===== config.mk =====
export PLATFORM = sky130hd
export DESIGN_NAME = pc_sequencer
export DESIGN_NICKNAME = d
export VERILOG_FILES = /design/src/rtl/pc_sequencer.sv
export SDC_FILE = /design/constraint.sdc
export NUM_CORES = 1
export LEC_CHECK = 0
export CAP_MARGIN = 20
export CORE_ASPECT_RATIO = 0.5
export CORE_MARGIN = 1.5
export CORE_UTILIZATION = 50
export CTS_BUF_LIST = sky130_fd_sc_hd__clkbuf_16
export DETAILED_ROUTE_END_ITERATION = 12
export GPL_TIMING_DRIVEN = 1
export HOLD_SLACK_MARGIN = 0.15
export MAX_ROUTING_LAYER = met4
export PLACE_DENSITY = 0.72
export SLEW_MARGIN = 25
export SYNTH_ARGS = -nofsm -noshare
export SYNTH_HDL_FRONTEND = slang
export SYNTH_SLANG_ARGS = --single-unit

===== constraint.sdc =====
create_clock -name clk -period 4.9 [get_ports clk]
set_clock_uncertainty 0.2 [all_clocks]
set_input_delay 0.49 -clock clk [delete_from_list [all_inputs] [get_ports clk]]
set_output_delay 0.49 -clock clk [all_outputs]
set_load 0.05 [all_outputs]

===== src/rtl/pc_sequencer.sv =====
// Next-PC generation with latched Z/C flags and a hardware return-address stack.
// Optional macro PC_SEQ_ERROR_HALT_EN: a sticky stack error freezes the PC and all state.
module pc_sequencer #(
  parameter int PC_WIDTH    = 12,
  parameter int STACK_DEPTH = 8,
  parameter int SP_WIDTH    = $clog2(STACK_DEPTH) + 1
) (
  input  logic                clk,
  input  logic                rst,
  input  logic [PC_WIDTH-1:0] current_pc,
  input  logic [PC_WIDTH-1:0] target,
  input  logic                jump,
  input  logic                br_z,
  input  logic                br_nz,
  input  logic                br_c,
  input  logic                br_nc,
  input  logic                call,
  input  logic                ret,
  input  logic                flag_we,
  input  logic                zero_in,
  input  logic                cout_in,
  output logic [PC_WIDTH-1:0] next_pc,
  output logic                zero_flag,
  output logic                carry_flag,
  output logic [SP_WIDTH-1:0] sp,
  output logic                stack_overflow,
  output logic                stack_underflow
);

  localparam int IDX_W = $clog2(STACK_DEPTH);
  localparam logic [SP_WIDTH-1:0] SP_FULL = SP_WIDTH'(STACK_DEPTH);

  logic [PC_WIDTH-1:0] ras_q [STACK_DEPTH];
  logic [PC_WIDTH-1:0] ras_d [STACK_DEPTH];
  logic [SP_WIDTH-1:0] sp_q, sp_d;
  logic                zero_q, zero_d;
  logic                carry_q, carry_d;
  logic                ovf_q, ovf_d;
  logic                unf_q, unf_d;

  logic [PC_WIDTH-1:0] pc_inc;
  logic [IDX_W-1:0]    push_idx;
  logic [IDX_W-1:0]    top_idx;
  logic                sp_empty;
  logic                sp_full;
  logic                br_taken;
  logic                halt;

`ifdef PC_SEQ_ERROR_HALT_EN
  assign halt = ovf_q | unf_q;
`else
  assign halt = 1'b0;
`endif

  assign pc_inc   = current_pc + PC_WIDTH'(1);
  assign push_idx = sp_q[IDX_W-1:0];
  // With sp == STACK_DEPTH the low bits are zero, so the decrement wraps to the last entry.
  assign top_idx  = sp_q[IDX_W-1:0] - IDX_W'(1);
  assign sp_empty = (sp_q == '0);
  assign sp_full  = (sp_q == SP_FULL);
  assign br_taken = (br_z & zero_q) | (br_nz & ~zero_q) | (br_c & carry_q) | (br_nc & ~carry_q);

  // During reset the pc register reloads itself; only the increment path is offered.
  always_comb begin
    next_pc = pc_inc;
    if (rst) begin
      next_pc = pc_inc;
    end else if (halt) begin
      next_pc = current_pc;
    end else if (ret) begin
      next_pc = sp_empty ? pc_inc : ras_q[top_idx];
    end else if (call || jump || br_taken) begin
      next_pc = target;
    end
  end

  always_comb begin
    ras_d   = ras_q;
    sp_d    = sp_q;
    zero_d  = zero_q;
    carry_d = carry_q;
    ovf_d   = ovf_q;
    unf_d   = unf_q;
    if (!halt) begin
      if (flag_we) begin
        zero_d  = zero_in;
        carry_d = cout_in;
      end
      // ret takes precedence; a simultaneous call is dropped entirely.
      if (ret) begin
        if (sp_empty) unf_d = 1'b1;
        else          sp_d  = sp_q - SP_WIDTH'(1);
      end else if (call) begin
        if (sp_full) begin
          ovf_d = 1'b1;
        end else begin
          ras_d[push_idx] = pc_inc;
          sp_d            = sp_q + SP_WIDTH'(1);
        end
      end
    end
  end

  always_ff @(posedge clk) begin
    if (rst) begin
      for (int i = 0; i < STACK_DEPTH; i++) ras_q[i] <= '0;
      sp_q    <= '0;
      zero_q  <= 1'b0;
      carry_q <= 1'b0;
      ovf_q   <= 1'b0;
      unf_q   <= 1'b0;
    end else begin
      ras_q   <= ras_d;
      sp_q    <= sp_d;
      zero_q  <= zero_d;
      carry_q <= carry_d;
      ovf_q   <= ovf_d;
      unf_q   <= unf_d;
    end
  end

  assign zero_flag       = zero_q;
  assign carry_flag      = carry_q;
  assign sp              = sp_q;
  assign stack_overflow  = ovf_q;
  assign stack_underflow = unf_q;

endmodule


Word-level counts from Yosys, hierarchy flattened
Cells that the tools add are included.
{"block": "word_totals", "reg_bits": 104, "input_bits": 36, "output_inout_bits": 20, "word_cells": 59}
{"block": "classes", "n_addsub": 4, "order_cmp": 3, "n_eq_ne": 3, "mux": 14, "bitwise_logic": 13, "reduce_logical": 9}
{"op": "$bwmux W96", "count": 1}
{"op": "$mux W12", "count": 7}
{"op": "$bmux W12 S3", "count": 1}
{"op": "$demux W12 S3", "count": 1}
{"op": "$mux W4", "count": 4}
{"op": "$add A12 B1 Y12 const B", "count": 1}
{"op": "$reduce_and A3 Y1", "count": 3}
{"op": "$ge A4 B4 Y1 const B", "count": 2}
{"op": "$not A3 Y4", "count": 2}
{"op": "$add A4 B1 Y4 const B", "count": 1}
{"op": "$and A1 B1 Y1", "count": 4}
{"op": "$eq A4 B4 Y1 const B", "count": 1}
{"op": "$logic_not A4 Y1", "count": 1}
{"op": "$lt A4 B1 Y1 const B", "count": 1}
{"op": "$ne A2 B2 Y1 const B", "count": 2}
{"op": "$not A1 Y1", "count": 4}
{"op": "$sub A4 B1 Y4 const B", "count": 1}
{"op": "$or A1 B1 Y1", "count": 3}
{"op": "$sub A3 B1 Y3 const B", "count": 1}
{"op": "$logic_or A1 B1 Y1", "count": 2}
{"op": "$reduce_and A2 Y1", "count": 1}
{"op": "$reduce_bool A2 Y1", "count": 1}
{"op": "$logic_and A1 B1 Y1", "count": 1}

Depth between registers and ports, before layout
Gate-level depths: netlist (run 1).
{"block": "depth", "ltp_word": 9, "mapped_depth": 9, "ltp_nobuf": 6}

Least setup slack after synthesis (run 1)
Ideal clock, no wire load.
{"block": "synth_path", "path_kind": "flip-flop to output port", "startpoint": "register sp_q[0], in the netlist sp[0]", "endpoint": "output port next_pc[0]", "arrival_time_ns": 3.216, "required_ns": 4.210, "path_slack_ns": 0.994, "path_stages_with_launch": 9, "path_buffers": 2, "cell_sequence": "dfxtp_1 buf_4 inv_2 ha_1 buf_2 mux4_2 nand2_1 and3_1 a221oi_1"}
{"block": "synth_via", "elab_chain_cells": 8, "elab_cells_between_ends": 9, "classes_between": "add/sub: 1; mux: 6; bitwise: 1; reduce/logical: 1"}
{"element": "from (decl)", "line": "35", "rtl": "logic [SP_WIDTH-1:0] sp_q, sp_d;"}
{"element": "from (signal assigned)", "line": "114", "rtl": "sp_q <= sp_d;"}
{"element": "$sub A3 B1 Y3", "line": "58", "rtl": "assign top_idx = sp_q[IDX_W-1:0] - IDX_W'(1);"}
{"element": "$not A3 Y4 (not written as such)", "line": "71", "rtl": "next_pc = sp_empty ? pc_inc : ras_q[top_idx];"}
{"element": "$bmux W12 S3", "line": "71"}
{"element": "$mux W12 (not written as such) (2 in a row)", "line": "71"}
{"element": "$mux W12 *", "line": "71"}
{"element": "$mux W12 *", "line": "70", "rtl": "end else if (ret) begin"}
{"element": "$mux W12 *", "line": "66", "rtl": "if (rst) begin"}
{"element": "to (decl)", "line": "22", "rtl": "output logic [PC_WIDTH-1:0] next_pc,"}
Every way passes the cells marked *; elsewhere a longest branch is shown, timed or not. The select of a mux whose other input is x is not followed.

Final worst setup path (run 1)
{"block": "layout_path", "startpoint": "register sp_q[0], in the netlist sp[0]", "endpoint": "output port next_pc[5]"}
Same word-level chain as after synthesis.

==> results of run 1 <==
## worst max-delay path: stages, from the launching register on
cell and delay, ps:
dfxtp_2 330, inv_2 120, ha_1 510, buf_4 360, mux4_2 380, or4_1 400, o41ai_1 70, a221oi_1 80
clkdlybuf4s50_1 750
## synth_stat cells, types with 3 or more instances
cell / number
nor4_4: 4
nor3_1: 7
ha_1: 5
xnor2_1: 9
o41ai_1: 5
a221oi_1: 6
o211ai_1: 3
mux4_2: 22
nand3_1: 7
buf_4: 9
a21oi_1: 6
and4_1: 4
or4_1: 5
nand2_1: 12
buf_2: 14
clkbuf_1: 21
mux2i_1: 13
a22oi_1: 3
nor2_1: 109
dfxtp_1: 104
inv_1: 12
a211oi_1: 87
## how the worst max path moves through the flow
stage / end / slack (ps)
after CTS: next_pc[5] / 820
after global routing: next_pc[5] / 690
after floorplan: next_pc[0] / 990
after detailed placement: next_pc[11] / 930
final: next_pc[5] / 830
after global placement: next_pc[11] / 990
## per-layer routing
layer	global-route usage	share of wire	vias to the layer above
met3	0.0724	0.088	14
li1	-	-	1958
met4	0.0561	0.0081	0
met1	0.344	0.45	1939
met5	-	0	-
met2	0.409	0.45	154
## power by group
group	internal [mW]	leakage (nW)	total (mW)	switching [mW]
combinational	0.430	0.963	1.14	0.709
clock	0.501	0.165	0.820	0.320
sequential	0.926	0.842	0.981	0.0553
## metrics by stage
| step | cell area, um2 | setup WS [ps] |
|---|---|---|
| floorplan | 4980 | 994 |
| global route | 5980 | 693 |
| CTS | 5980 | 824 |
| finish | 5980 | 830 |
| detailed placement | 5630 | 929 |
| global placement | 5630 | 989 |
## state kept, by name, indices dropped and copies added, names as in the netlist
register,flops
carry_flag,1
ras_q,96
sp,4
stack_overflow,1
stack_underflow,1
zero_flag,1
## final cells by class
class                      count  area [um2]
multi-input combinational    342        2620
clock buffer                   9         225
tap                          135         169
fill                         789        3590
timing repair buffer          77         714
clock inverter                 7         120
sequential                   104        2080
inverter                      13        48.8
## kinds of logic (layout without fill, tap and decap cells)
| family | count (synthesis) | in the layout | share of synthesized area |
|---|---|---|---|
| mux | 38 | 38 | 0.138 |
| xor+xnor | 13 | 13 | 0.0259 |
| buf+inv | 59 | 106 | 0.0577 |
| compound gates | 124 | 124 | 0.188 |
| flops | 104 | 104 | 0.418 |
| simple gates | 161 | 161 | 0.156 |
| fa+ha+maj | 6 | 6 | 0.0166 |
==> impl_metrics.csv, run 1 <==
group,metric,value,unit
run_status,status,"finished, final reports clean",
sta,slew_headroom,0.307,
global_routing,antenna_found_initial,0,
clock_network,clkTransAtPathRegs,70,ps
sta,fin_crit,4070,ps
final_layout,finalNonFillerCells,687,
clock_network,clockRootBuffer,"clkbuf_16",
yosys,syn_area,4980,um2
worst_setup_path,startpoint,"sp[0]",
drt,drt_wl_total,12800,um
worst_setup_path,worst-r2r-setup-slack,2500,ps
clock_network,cts-buffers-inserted,9,
pwr,peakVddDrop,0.222,mV
floorplan,die_w,144,um
worst_setup_path,path_max_fanout,18,
yosys,yosysWarnings,0,
drt,drt_iter0_drc,301,
clock_network,cts_tree,"done",
final_layout,layout_common_cells,"nor2_1, dfxtp_1, a211oi_1",
yosys,synth_cell_type_count,49,
place,dp.cells,671,
yosys,synth.top_cell.area_share,0.418,
worst_setup_path,reg2reg_from,"sp[0]",
yosys,ys.flop_type,"dfxtp_1",
yosys,synth_largest_area_cell,"dfxtp_1",
clock_network,clock_latency,350,ps
global_routing,grt_max_degree,103,
worst_setup_path,cp.required,4210,ps
sta,setup_viol,0,
worst_setup_path,r2r_end,"ras_q[9]",
worst_setup_path,rr_worst_depth,4,
floorplan,pin_count,56,
yosys,synth-seq-cells,104,
final_layout,utilization,0.625,
sta,tightest_slew,1040,ps
sta,whs,186,ps
place,gp_congestion,0.870,
final_layout,syn_to_final_growth,20.0,%
job,maxCapViolCount,0,
place,dpl.hpwl,8310,um
worst_setup_path,worstSetupPathType,"reg2out",
floorplan,die_area,10600,um2
yosys,synth_nets,547,
sta,finalMaxSlewViolations,0,
final_layout,nets,589,
sta,min_period_over_period,0.831,
sta,hold_violations,0,
worst_setup_path,startpoint_type,"register",
clock_network,post_cts_buffers,0,
yosys,synthArstFlopShare,0,
yosys,ys_seq_area_frac,0.418,
min_path,worstHoldStart,"rst",
drt,dr.pass1.iters,6,
place,numPortBuffers,55,
worst_setup_path,cp.arrival,3380,ps
final_layout,num_antenna_cells,0,
clock_network,cts.sinks,104,
worst_setup_path,critPathCaptureType,"primary output",
floorplan,rows,25,
floorplan,core-area,9570,um2
floorplan,die_h,73.6,um
yosys,synth_edf_count,0,
drt,vias,4065,
sta,setup_tns,0,ps
global_routing,gr-total-overflow,0,
final_layout,drive_above_1_share,0.141,
drt,drt.antenna.violating_nets,0,
floorplan,initial_core_util,0.521,
clock_network,cts_buffer_depth,2,
pwr,power,2.94,mW
yosys,synth_area_per_cell,9.87,um2
min_path,min_path_type,"in2reg",
global_routing,grt_pass1_wl,20000,um
clock_network,cts-hold-fix-buffers,0,
drt,routed_via_density,5.92,
min_path,hold_depth,2,
pwr,powerDensity,492,nW/um2
clock_network,cts_resized,0,
drt,routedWlPerCell,18.6,um
global_routing,track_usage,0.262,
drt,drc_errors,0,
min_path,holdPathEnd,"carry_flag",
sta,rsz0062_at_grt,"no",
yosys,syn_inst,505,
final_layout,mostFrequentLayoutCell,"nor2_1",
clock_network,h-tree-depth,3,
sta,fmax,0.246,GHz
pwr,p_leak,1.97,nW
global_routing,grt_pass1_vias,3759,
yosys,synth.area.top_cells,"dfxtp_1, a211oi_1, mux4_2, nor2_1, mux2i_1",
No activity file was read; power rests on OpenSTA's default activity.
==> inputs of run 2 (changes only) <==
==> constraint.sdc (replaced) <==
create_clock -name clk -period 3.8 [get_ports clk]
set_clock_uncertainty 0.2 [all_clocks]
set_input_delay 0.38 -clock clk [delete_from_list [all_inputs] [get_ports clk]]
set_output_delay 0.38 -clock clk [all_outputs]
set_load 0.05 [all_outputs]
==> run 2 against run 1 <==
Against the previous run:
- clock power grew 23%
- sequential share of layout area shrank 0.17 points
- sequential cell count is the same
- critical path depth shrank 1
- sequential power grew 29%
- die area is the same
- wire length grew 0.88%
- count of clock-buffer cells in the layout is the same
- final area grew 0.48%
- global-route usage grew 1.0 points
- critical endpoint is now next_pc[10]
- final cell count grew 0.87%
- utilization grew 0.30 points
==> impl_metrics.csv, run 2 (same netlist as run 1, synthesis figures left out) <==
group,metric,value,unit
clock_network,clock_latency,350,ps
final_layout,stdcell_area,6010,um2
worst_setup_path,path_max_fanout,8,
pwr,switchingPower,1.43,mW
final_layout,syn_to_final_growth,20.6,%
floorplan,core-area,9570,um2
place,gp_congestion,0.799,
final_layout,nets,595,
floorplan,die_area,10600,um2
sta,finalMaxSlewViolations,0,
worst_setup_path,startpoint,"sp[1]",
min_path,worstHoldStart,"stack_underflow",
clock_network,cts.sinks,104,
drt,routedWlPerCell,18.6,um
final_layout,finalNonFillerCells,693,
drt,drt.antenna.violating_nets,0,
global_routing,grt_pass1_vias,3903,
final_layout,largest_register_ffs,96,
global_routing,use_met1,0.369,
drt,drc_errors,0,
clock_network,h-tree-depth,3,
global_routing,use_met2,0.415,
drt,vias,4098,
pwr,clockPowerShare,0.269,
global_routing,busiest_layer,"met2",
global_routing,gr-usage-met3,0.0632,
pwr,internal_power,2.35,mW
final_layout,drive_above_1_share,0.170,
job,maxCapViolCount,0,
worst_setup_path,critPathCaptureType,"primary output",
pwr,p_leak,2.01,nW
worst_setup_path,cp.arrival,2930,ps
place,numPortBuffers,55,
sta,setup_viol,0,
sta,setup_ws,285,ps
pwr,combPwrFrac,0.394,
floorplan,initial_core_util,0.521,
place,dpl_cell_area,5670,um2
global_routing,grt_pass1_wl,20900,um
global_routing,track_usage,0.273,
sta,slew_headroom,0.454,
floorplan,die_w,144,um
global_routing,grt_max_degree,105,
worst_setup_path,worstSetupPathType,"reg2out",
drt,drt_iter0_drc,281,
sta,fin_crit,3510,ps
sta,fmax,0.285,GHz
place,dp.cells,676,
global_routing,antenna_found_initial,0,
clock_network,cts-hold-fix-buffers,1,
clock_network,cts_tree,"done",
final_layout,fillCellCount,822,
drt,routed_via_density,5.91,
final_layout,num_antenna_cells,0,
run_status,status,"finished, final reports clean",
min_path,min_path_type,"reg2reg",
floorplan,die_h,73.6,um
clock_network,cts-buffers-inserted,9,
global_routing,gr-total-overflow,0,
sta,rsz0062_at_grt,"no",
drt,dr.pass1.iters,8,
final_layout,layout_common_cells,"nor2_1, dfxtp_1, a211oi_1",
sta,min_period_over_period,0.925,
drt,drt_wl_total,12900,um
place,dpl.hpwl,8510,um
place,post-place-ws,649,ps
pwr,peakVddDrop,0.304,mV
clock_network,post_cts_buffers,0,
final_layout,mostFrequentLayoutCell,"nor2_1",
sta,whs,247,ps
pwr,powerDensity,627,nW/um2
clock_network,cts_resized,0,
pwr,p_seq_frac,0.338,
worst_setup_path,startpoint_type,"register",
pwr,swShare,0.378,
clock_network,cts_buffer_depth,2,
floorplan,pin_count,56,
worst_setup_path,cp.required,3220,ps
final_layout,top_register,"ras_q",
sta,tightest_slew,813,ps
clock_network,clockRootBuffer,"clkbuf_16",
floorplan,rows,25,
clock_network,clkTransAtPathRegs,70,ps
sta,setup_tns,0,ps
worst_setup_path,reg2reg_from,"sp[1]",
sta,hold_violations,0,
==> run 2: power groups by stage <==
stage	registers, mW	clock network, mW	logic [mW]
2_1_floorplan	1.35	0	0.972
3_3_place_gp	1.29	0	1.45
3_5_place_dp	1.30	0	1.47
4_1_cts	1.27	1.03	1.48
5_1_grt	1.29	1.07	1.59
6_report	1.27	1.01	1.48
==> run 2: critical path, cell delays in order, from the launching register on <==
cell,delay [ps]
dfxtp_1,450
inv_1,140
ha_1,280
xor2_2,390
mux4_1,600
a222oi_1,360
o21ai_1,140
buf_4,210
==> run 2: path summary, 6_finish.rpt <==
path / to / slack [ps] / cells past startpoint
worst max register to register: ras_q[74] / 1190 / 7
worst max-delay path: next_pc[10] / 290 / 7
worst min register to register: stack_underflow / 250 / 2
worst min-delay path: stack_underflow / 250 / 2
==> run 2: area by class of cell <==
type	instances	area, um2	area share
clock inverter	7	104	0.0173
clock buffer	9	225	0.0375
multi-input combinational	342	2620	0.436
sequential	104	2080	0.347
tap	135	169	0.0281
timing repair buffer	83	759	0.126
inverter	13	48.8	0.00812
==> run 2: per-stage QoR <==
step            util  total power, mW
4_1_cts        0.628             3.78
3_5_place_dp   0.592             2.77
6_report       0.628             3.77
2_1_floorplan      -             2.32
3_3_place_gp   0.592             2.75
5_1_grt        0.628             3.95
==> run 2: metal layers <==
metal | up-vias | part of all wire
met2 | 150 | 0.45
met4 | 0 | 0.011
met1 | 1960 | 0.47
met5 | - | 0
met3 | 15 | 0.074
li1 | 1973 | -
==> inputs of run 3 (changes only) <==
--- a/config.mk
+++ b/config.mk
@@ -14,7 +14,7 @@
 export GPL_TIMING_DRIVEN = 1
 export HOLD_SLACK_MARGIN = 0.15
 export MAX_ROUTING_LAYER = met4
-export PLACE_DENSITY = 0.72
+export PLACE_DENSITY = 0.71
 export SLEW_MARGIN = 25
 export SYNTH_ARGS = -nofsm -noshare
 export SYNTH_HDL_FRONTEND = slang
==> run 3 against run 2 <==
Against the previous run:
- count of clock-buffer cells in the layout unchanged
- final area decreased by 0.62%
- non-clock buffer count increased by 1
- sequential share of layout area increased by 0.22 points
- first-iteration DRC count increased by 18%
- largest cell class unchanged
- fmax increased by 1.5%
==> impl_metrics.csv, run 3 (same netlist as run 1, synthesis figures left out) <==
group,metric,value,unit
worst_setup_path,startpoint_type,"register",
sta,fmax,0.289,GHz
floorplan,die_w,144,um
final_layout,layout_common_cells,"nor2_1, dfxtp_1, a211oi_1",
sta,rsz0062_at_grt,"no",
clock_network,h-tree-depth,3,
place,dpl_cell_area,5680,um2
clock_network,clock_latency,350,ps
floorplan,initial_core_util,0.521,
drt,dr.pass1.iters,4,
floorplan,die_h,73.6,um
sta,min_period_over_period,0.912,
final_layout,largest_register_ffs,96,
global_routing,gr-total-overflow,0,
drt,drc_errors,0,
worst_setup_path,slowest_delay,610,ps
clock_network,cts-buffers-inserted,9,
global_routing,grt_pass1_vias,3779,
clock_network,cts.sinks,104,
worst_setup_path,critPathCaptureType,"primary output",
job,maxCapViolCount,0,
sta,hold_violations,0,
worst_setup_path,cp.required,3220,ps
final_layout,num_antenna_cells,0,
clock_network,cts_resized,0,
worst_setup_path,cp.arrival,2880,ps
drt,routedWlPerCell,18.5,um
floorplan,die_area,10600,um2
place,post-place-ws,755,ps
worst_setup_path,path_max_fanout,8,
sta,finalMaxSlewViolations,0,
pwr,peakVddDrop,0.260,mV
global_routing,track_usage,0.263,
drt,vias,4115,
min_path,min_path_type,"in2reg",
clock_network,cts-hold-fix-buffers,0,
clock_network,clockRootBuffer,"clkbuf_16",
place,gp_congestion,0.817,
place,dpl.hpwl,8390,um
floorplan,core-area,9570,um2
sta,fin_crit,3460,ps
clock_network,cts_tree,"done",
drt,drt_iter0_drc,332,
run_status,status,"finished, final reports clean",
worst_setup_path,rr_worst_depth,7,
place,numPortBuffers,55,
sta,tightest_slew,839,ps
global_routing,grt_pass1_wl,20200,um
sta,setup_viol,0,
min_path,hold_depth,2,
clock_network,cts_buffer_depth,2,
drt,drt.antenna.violating_nets,0,
pwr,powerDensity,615,nW/um2
final_layout,syn_to_final_growth,19.8,%
final_layout,nets,596,
worst_setup_path,worstSetupPathType,"reg2out",
drt,routed_via_density,5.93,
clock_network,post_cts_buffers,0,
final_layout,mostFrequentLayoutCell,"nor2_1",
worst_setup_path,path_cells,"inv_1, ha_1, xor2_2, mux4_1, a222oi_1, o21ai_1, buf_4",
clock_network,clkTransAtPathRegs,70,ps
final_layout,top_register,"ras_q",
global_routing,antenna_found_initial,0,
pwr,p_leak,2.01,nW
global_routing,grt_max_degree,78,
final_layout,stdcell_area,5970,um2
sta,setup_ws,336,ps
final_layout,drive_above_1_share,0.168,
drt,drt_wl_total,12900,um
worst_setup_path,slowest_stage,"mux4_1",
pwr,power,3.67,mW
sta,slew_headroom,0.440,
floorplan,pin_count,56,
floorplan,rows,25,
sta,setup_tns,0,ps
final_layout,utilization,0.624,
-- run 3: cell types whose count changed in the layout (fill, tap and decap cells not counted) --
cell | previous run | this run
bufinv_16 | 2 | 1
inv_1 | 12 | 15
inv_6 | 0 | 1
buf_4 | 37 | 40
clkinv_4 | 2 | 0
inv_8 | 1 | 0
dlygate4sd3_1 | 1 | 0
buf_6 | 1 | 0
-- run 3: critical path: cells and delay by family, from the launching register on --
kind,cells,cell delay (ps)
AOI/OAI and AO/OA,2,460
muxes,1,610
adders and majority gates,1,280
DFF,1,460
buffers and inverters,2,360
xor gates and xnor gates,1,370
-- run 3: final timing paths --
path | startpoint | end | slack, ps
hold reg to reg | stack_underflow | stack_underflow | 250
setup / recovery | sp[1] | next_pc[10] | 340
hold / removal | rst | stack_overflow | 220
setup reg to reg | sp[1] | ras_q[75] | 1190
-- run 3: per-layer routing --
layer / global-route usage / share of wire
met4: 0.0875 / 0.018
met5: - / 0
met1: 0.352 / 0.47
met2: 0.401 / 0.45
met3: 0.0567 / 0.062
-- run 3: report_power, final --
group	leakage [nW]	switching, mW	internal, mW
Sequential	0.842	0.0802	1.19
Combinational	1.02	0.911	0.576
Clock	0.146	0.405	0.506
-- run 3: layout make-up --
cell class	instances	area (um2)
inverters	13	48.8
fillers	809	3600
multi-input cells	342	2620
flip-flops and latches	104	2080
clock inverters	7	65.1
well taps	135	169
clock buffers	9	225
repair buffers	84	761
-- run 3: through the flow --
step	std cells	hold WS (ps)
floorplan	505	255
global placement	678	237
detailed placement	678	240
CTS	694	210
global route	694	231
finish	694	219
